<file path="src/rtl/countdown_timer.sv">
// Minutes:seconds countdown timer with a built-in one-second prescaler and a four-state control FSM.
// Define AUTO_RELOAD_EN to restart from the last loaded preset on expiry instead of holding at 00:00.
module countdown_timer #(
   parameter int TICKS_PER_SEC = 100000000,
   parameter int MAX_MIN       = 99
) (
   input  logic       clk,
   input  logic       rst,
   input  logic       load,
   input  logic [6:0] load_min,
   input  logic [5:0] load_sec,
   input  logic       start,
   input  logic       stop,
   output logic [6:0] minutes,
   output logic [5:0] seconds,
   output logic       running,
   output logic       expired,
   output logic       done
);

   localparam int PW = $clog2(TICKS_PER_SEC);

   typedef enum logic [1:0] {IDLE, RUN, PAUSE, EXPIRED} state_t;

   state_t        state_q, state_d;
   logic [6:0]    curMin_q, curMin_d;
   logic [5:0]    curSec_q, curSec_d;
   logic [PW-1:0] prescale_q, prescale_d;
   logic          done_q, done_d;
`ifdef AUTO_RELOAD_EN
   logic [6:0]    presetMin_q, presetMin_d;
   logic [5:0]    presetSec_q, presetSec_d;
`endif

   logic [6:0] clampMin, decMin;
   logic [5:0] clampSec, decSec;
   logic       tick, curZero, decZero;

   // Out-of-range presets saturate to the largest legal value.
   assign clampMin = (load_min > 7'(MAX_MIN)) ? 7'(MAX_MIN) : load_min;
   assign clampSec = (load_sec > 6'd59) ? 6'd59 : load_sec;

   // Borrow from minutes only when seconds is already zero; 00:00 never reaches RUN.
   assign decMin  = (curSec_q != 6'd0) ? curMin_q : curMin_q - 7'd1;
   assign decSec  = (curSec_q != 6'd0) ? curSec_q - 6'd1 : 6'd59;
   assign decZero = (decMin == 7'd0) && (decSec == 6'd0);
   assign curZero = (curMin_q == 7'd0) && (curSec_q == 6'd0);
   assign tick    = (prescale_q == PW'(TICKS_PER_SEC - 1));

   always_comb begin
      state_d    = state_q;
      curMin_d   = curMin_q;
      curSec_d   = curSec_q;
      prescale_d = prescale_q;
      done_d     = 1'b0;
`ifdef AUTO_RELOAD_EN
      presetMin_d = presetMin_q;
      presetSec_d = presetSec_q;
`endif
      if (load) begin
         curMin_d   = clampMin;
         curSec_d   = clampSec;
         prescale_d = '0;
         state_d    = IDLE;
`ifdef AUTO_RELOAD_EN
         presetMin_d = clampMin;
         presetSec_d = clampSec;
`endif
      end else begin
         case (state_q)
            IDLE: begin
               if (!stop && start && !curZero) begin
                  state_d    = RUN;
                  prescale_d = '0;
               end
            end
            RUN: begin
               // A stop landing on a tick cycle freezes the prescaler at its terminal count.
               if (stop) begin
                  state_d = PAUSE;
               end else if (tick) begin
                  prescale_d = '0;
                  curMin_d   = decMin;
                  curSec_d   = decSec;
                  if (decZero) begin
                     done_d = 1'b1;
`ifdef AUTO_RELOAD_EN
                     curMin_d = presetMin_q;
                     curSec_d = presetSec_q;
`else
                     state_d  = EXPIRED;
`endif
                  end
               end else begin
                  prescale_d = prescale_q + 1'b1;
               end
            end
            PAUSE: begin
               if (!stop && start) begin
                  state_d = RUN;
               end
            end
            EXPIRED: begin
            end
            default: begin
               state_d = IDLE;
            end
         endcase
      end
   end

   always_ff @(posedge clk) begin
      if (rst) begin
         state_q    <= IDLE;
         curMin_q   <= '0;
         curSec_q   <= '0;
         prescale_q <= '0;
         done_q     <= 1'b0;
`ifdef AUTO_RELOAD_EN
         presetMin_q <= '0;
         presetSec_q <= '0;
`endif
      end else begin
         state_q    <= state_d;
         curMin_q   <= curMin_d;
         curSec_q   <= curSec_d;
         prescale_q <= prescale_d;
         done_q     <= done_d;
`ifdef AUTO_RELOAD_EN
         presetMin_q <= presetMin_d;
         presetSec_q <= presetSec_d;
`endif
      end
   end

   assign minutes = curMin_q;
   assign seconds = curSec_q;
   assign running = (state_q == RUN);
   assign expired = (state_q == EXPIRED);
   assign done    = done_q;

endmodule

</file>
<file path="config.mk">
export PLATFORM = sky130hd
export DESIGN_NAME = countdown_timer
export DESIGN_NICKNAME = d
export VERILOG_FILES = /design/src/rtl/countdown_timer.sv
export SDC_FILE = /design/constraint.sdc
export NUM_CORES = 1
export LEC_CHECK = 0
export ABC_AREA = 1
export BUFFER_PORTS_ARGS = -buffer_cell sky130_fd_sc_hd__buf_4
export CAP_MARGIN = 20
export CORE_ASPECT_RATIO = 0.6
export CORE_MARGIN = 1
export CORE_UTILIZATION = 28
export CTS_BUF_LIST = sky130_fd_sc_hd__clkbuf_4 sky130_fd_sc_hd__clkbuf_8
export DETAILED_ROUTE_END_ITERATION = 16
export GPL_TIMING_DRIVEN = 0
export SETUP_SLACK_MARGIN = 0.5
export SYNTH_ARGS = -nofsm -noshare
export SYNTH_HDL_FRONTEND = slang
export SYNTH_SLANG_ARGS = --single-unit
</file>
<file path="constraint.sdc">
create_clock -name clk -period 4.4 [get_ports clk]
set_input_delay 0.88 -clock clk [delete_from_list [all_inputs] [get_ports clk]]
set_output_delay 0.88 -clock clk [all_outputs]
set_load 0.05 [all_outputs]
</file>
### Word level (Yosys, flattened, before mapping)

Cells that the tools add are included.

* add/subtract/negate cells: 3
* multipliers: 0
* divide/modulo/power cells: 0
* order comparisons: 2
* equality and inequality tests: 10
* shift operators: 0
* mux-type cells: 23
* bitwise operators: 2
* reductions and logical operators: 21

Operator list (number)
* two-way mux 27 bit: 3
* one-hot mux 27 bit (2 select lines): 1
* two-way mux 7 bit: 6
* two-way mux 6 bit: 6
* adder 27 x 1 -> 27 bit (second input constant): 1
* equality test 27 bit (second input constant): 1
* logical NOT 7 bit: 2
* logical NOT 6 bit: 2
* two-way mux 2 bit: 5
* inequality test 2 bit (second input constant): 4
* > comparator 7 bit (second input constant): 1
* subtractor 7 x 1 -> 7 bit (second input constant): 1
* > comparator 6 bit (second input constant): 1
* inequality test 3 x 2 -> 1 bit (second input constant): 2
* one-hot mux 2 bit (3 select lines): 1
* AND reduction 3 bit: 2
* nonzero test 2 bit: 3
* nonzero test 6 bit: 1
* subtractor 6 x 1 -> 6 bit (second input constant): 1
* AND reduction 5 bit: 1
* OR reduction 5 bit: 1
* equality test 2 bit (second input constant): 2
* logical AND 1 bit: 4
* nonzero test 3 bit: 1
* 6 further kinds: 8

* register bits: 43
* bits in latches: 0
* RAM bits: 0
* memory bits (read-only): 0
* output and inout port bits: 16
* memories kept: 0

### Logic depth before layout (Yosys ltp)

* depth after elaboration: 8
* depth in mapped cells: 15

### Worst setup path after synthesis

No wires, ideal clock.

* path kind: register to register
* from: register curSec_q[0], in the netlist seconds[0]
* to: register prescale_q[11]
* library setup time: 0.119 ns
* arrival: 1.995 ns
* data required time: 4.281 ns
* setup slack: 2.285 ns
* stages on the path, launching flop included: 12
* period minus slack after synthesis: 2.115 ns
* cell sequence: dfxtp_1 inv_1 ha_1 nand3_4 inv_4 nand2_2 nand3_2 o21ai_4 buf_2 nand2_1 o21ai_0 a21oi_1

* word-level cells in the longest chain between the ends: 6

RTL lines
* from (decl): line 27 `logic [5:0] curSec_q, curSec_d;`
* from (signal assigned): line 126 `curSec_q <= curSec_d;`
* logical NOT 6 bit: line 47 `assign curZero = (curMin_q == 7'd0) && (curSec_q == 6'd0);`
* logical AND 1 bit: line 47
* logical NOT 1 bit: line 72 `if (!stop && start && !curZero) begin`
* logical AND 1 bit: line 72
* inequality test 2 bit (no line)
* AND reduction 3 bit (no line)
* to (signal assigned): line 127 `prescale_q <= prescale_d;`
* to (decl): line 28 `logic [PW-1:0] prescale_q, prescale_d;`

Every way passes these cells.
A chain may end at the register's enable or synchronous reset.

### Final worst setup path

* from: input load
* to: register prescale_q[18]

* word-level cells in the longest chain between the ends: 1

RTL lines
* from (decl): line 9 `input logic load,`
* OR reduction 2 bit (no line)

Every way passes these cells.

==> results <==
- The achievable clock frequency is 476.9 MHz.
- The wire length of the first global-routing pass is 13.95 mm.
- Entering global routing, the biggest net connects 13 pins.
- The flow ran to the end, and the final reports show no timing, DRC or antenna violations.
- Measured along the x axis, the die boundary spans 132.6 um.
- By area the synthesized netlist is led by sky130_fd_sc_hd__dfxtp_1, sky130_fd_sc_hd__nand2_1, sky130_fd_sc_hd__inv_1.
- The relative max-transition margin is 0.6472.
- The setup violation total in the final timing report is 0.
- The most common library cell in the layout ignoring fill and taps is sky130_fd_sc_hd__nand2_1.
- The repair_antennas step left the layout with diodes totalling 0.
- In this run the vertical extent of the chip is 80.36 um.
- The number of global-route vias before repair is 2,727.
- The number of distinct library cells after synthesis is 43.
- The critical path data required time is 4650 ps.
- The post-synthesis cell type with the largest combined area is sky130_fd_sc_hd__dfxtp_1.
- The synthesized netlist cell count is 449.
- The met2 global-route usage is 0.2179.
- The met3 global-route usage is 0.04104.
- After floorplanning, the core was divided into 28 placement rows.
- In the final design database the tool counted 510 nets.
- Of the synthesized area, sequential elements account for 0.3004.
- The analysis attributes to net switching a power of 312.1 uW.
- The number of antenna violations at the first check in global routing came to 0.
- The classification of the worst-slack hold path is reg2reg.
- After synthesis the cells add up to 0.002865 mm2.
- 34 I/O pins were placed.
- The total of max-cap violations is 0.
- For this run, global-route usage on met1 was measured as 0.2651.
- The area of the core region is 0.009915 mm2.
- STA classifies the critical path endpoint as a flop.
- The initial core utilization is 0.2890.
- The clock-pin slew on the worst setup and hold paths is 80 ps.
- The insertion delay of the later-clocked pin in the worst-skew pair is 320 ps.
- Wires add up to 8.705 mm.
- The post-synthesis net count is 472.
- The detailed router finished its first iteration with 295 violations.
- TritonCTS built the clock tree.
- The length of the first detailed-routing pass in iterations is 6.
- The number of hold buffers added after CTS was 0.
- Relative to the synthesized area, the layout overhead comes to 17.07%.
- The number of setup buffers added after CTS is 0.
- The internal power of the cells totals 591.4 uW.
- The static power due to leakage is 1.365 nW.
- The final hold violation count is 0.
- The worst-case IR drop observed on VDD is 0.0001244 V.
- The remaining antenna violation count after routing is 0.
- For this design the ratio of total power to cell area is 269.3 mW/mm2.
- Counting the buffers created by CTS gives 5.
- Across every metal layer, demand over resource in global routing totals 0.1706.
- The cell area after layout is 0.003354 mm2.
- The number of pins exceeding their max-slew limit in the final report is 0.
- The full die area is 0.01065 mm2.
- The kind of start point of the critical path is an input pin.
- The clock passes through at most 2 buffers.
- The placement-stage worst setup slack is 2013 ps.
- The vias per cell is 5.088.
- The global-route layer with the greatest usage is met1.
- In this run the worst path has a maximum fanout of 10.
- Clock tree synthesis found a total of 43 sinks.
- The count of state elements after synthesis is 43.
- The critical path is of the in2reg type.
- The actual slew at the worst max-slew pin is 524.7 ps.
- Of the total power, the share spent switching nets is 0.3454.
- The share of final-layout standard cells stronger than drive strength 1 is 0.1622.
- Of the total power, the clock network draws 0.300.
- Setup repair after global routing left no endpoint under its margin.
- The post-detailed-route DRC marker count is 0.
- The worst endpoint data arrival time is 2350 ps.
- Once detailed placement completed, the half-perimeter wirelength came to 6.829 mm.
- The share of total power dissipated in combinational logic is 0.242.
- In the layout the commonest cells are sky130_fd_sc_hd__nand2_1, sky130_fd_sc_hd__inv_1, sky130_fd_sc_hd__nor2_1.
- The number of H-tree levels is 2.
- The placed standard-cell area is 0.003267 mm2.
- The count of warnings emitted by yosys is 0.
- The setup total negative slack is 0 ps.
- The share of synthesized area in the top cell type comes to 0.3004.
- The total overflow reported by the global router is 0.
- The worst setup margin is 2303 ps.
- The shortest period the worst path allows is 2097 ps.
- The post-CTS resize count is 0.
- The count of buffers inserted at the top-level ports is 31.
- The post-synthesis average cell area is 6.381 um2.
- The worst clock skew is 14.19 ps.
- The share of power burned in registers is 0.458.
- The weighted congestion at the end of routability-driven global placement is 0.9230.
- The final worst hold slack is 506.6 ps.
- The library cell used as clock root buffer is sky130_fd_sc_hd__clkbuf_8.
- Detailed routing inserted a total of 3,165 vias.
- The routed wirelength normalized by instance count is 14.00 um.
- Of the available clock period, the critical path in the final layout requires 0.4766.
==> routing by layer <==
metal,routed length [um],share of wire,vias up
li1,-,-,1549
met1,4772,0.55,1463
met2,3106,0.36,141
met3,696,0.080,12
met4,130,0.015,0
met5,0,0,-
==> area by class of cell <==
type / instances / area, um2
buffer: 7 / 53.80
clock buffer: 6 / 82.58
clock inverter: 1 / 5.005
fill: 1089 / 6560
inverter: 67 / 254.0
multi-input combinational: 332 / 1697
sequential: 43 / 860.8
tap: 135 / 168.9
timing repair buffer: 31 / 232.7
==> state kept, by name (all words and copies together) (netlist names) <==
| name | cells |
|---|---|
| seconds | 6 |
| minutes | 7 |
| done | 1 |
| state_q | 2 |
| prescale_q | 27 |
==> synthesized netlist by cell type, drive strengths merged <==
cell / number
nand2: 118
inv: 67
nor2: 62
dfxtp: 43
nand3: 32
a21oi: 30
nor3: 21
o21ai: 21
nand4: 14
a31oi: 5
ha: 5
a211oi: 4
buf: 4
nor4: 4
a22oi: 3
and3: 3
clkbuf: 3
nand3b: 2
nor3b: 2
o21a: 2
a41oi: 1
o21bai: 1
o31ai: 1
xor2: 1
==> worst max-delay path: stages <==
cell and delay (ps):
sky130_fd_sc_hd__clkbuf_1 230, sky130_fd_sc_hd__nor2_2 390, sky130_fd_sc_hd__inv_1 180, sky130_fd_sc_hd__a21oi_4 350, sky130_fd_sc_hd__o21ai_0 160, sky130_fd_sc_hd__a21oi_1 140
==> worst paths after layout <==
kind | start | end | slack (ps) | cells after the start
max reg2reg | seconds[0]$_SDFFE_PP0P_ | prescale_q[11]$_SDFFE_PP0P_ | 2330 | 11
max | load | prescale_q[18]$_SDFFE_PP0P_ | 2300 | 6
min | prescale_q[0]$_SDFFE_PP0P_ | prescale_q[0]$_SDFFE_PP0P_ | 510 | 2
min reg2reg | prescale_q[0]$_SDFFE_PP0P_ | prescale_q[0]$_SDFFE_PP0P_ | 510 | 2
==> cells by family after synthesis <==
group / after synthesis / synth area share
and+or+nand+nor: 258 / 0.4227
buffers and inverters: 74 / 0.1074
AOI/OAI and AO/OA: 68 / 0.1445
DFF: 43 / 0.3004
adders and majority gates: 5 / 0.02183
xor gates and xnor gates: 1 / 0.003057
==> power groups by stage <==
stage / registers (mW) / logic (mW) / clock network [mW]
floorplan: 0.448 / 0.123 / 0
global placement: 0.422 / 0.212 / 0
detailed placement: 0.423 / 0.214 / 0
CTS: 0.414 / 0.215 / 0.279
global route: 0.416 / 0.239 / 0.299
finish: 0.414 / 0.218 / 0.271
==> metrics by stage <==
step | power, mW | util | std cells
floorplan | 0.5709 | - | 449
global placement | 0.6348 | 0.3295 | 615
detailed placement | 0.6368 | 0.3295 | 615
CTS | 0.9080 | 0.3383 | 622
global route | 0.9547 | 0.3383 | 622
finish | 0.9034 | 0.3383 | 622
No activity file was read; power rests on OpenSTA's default activity.
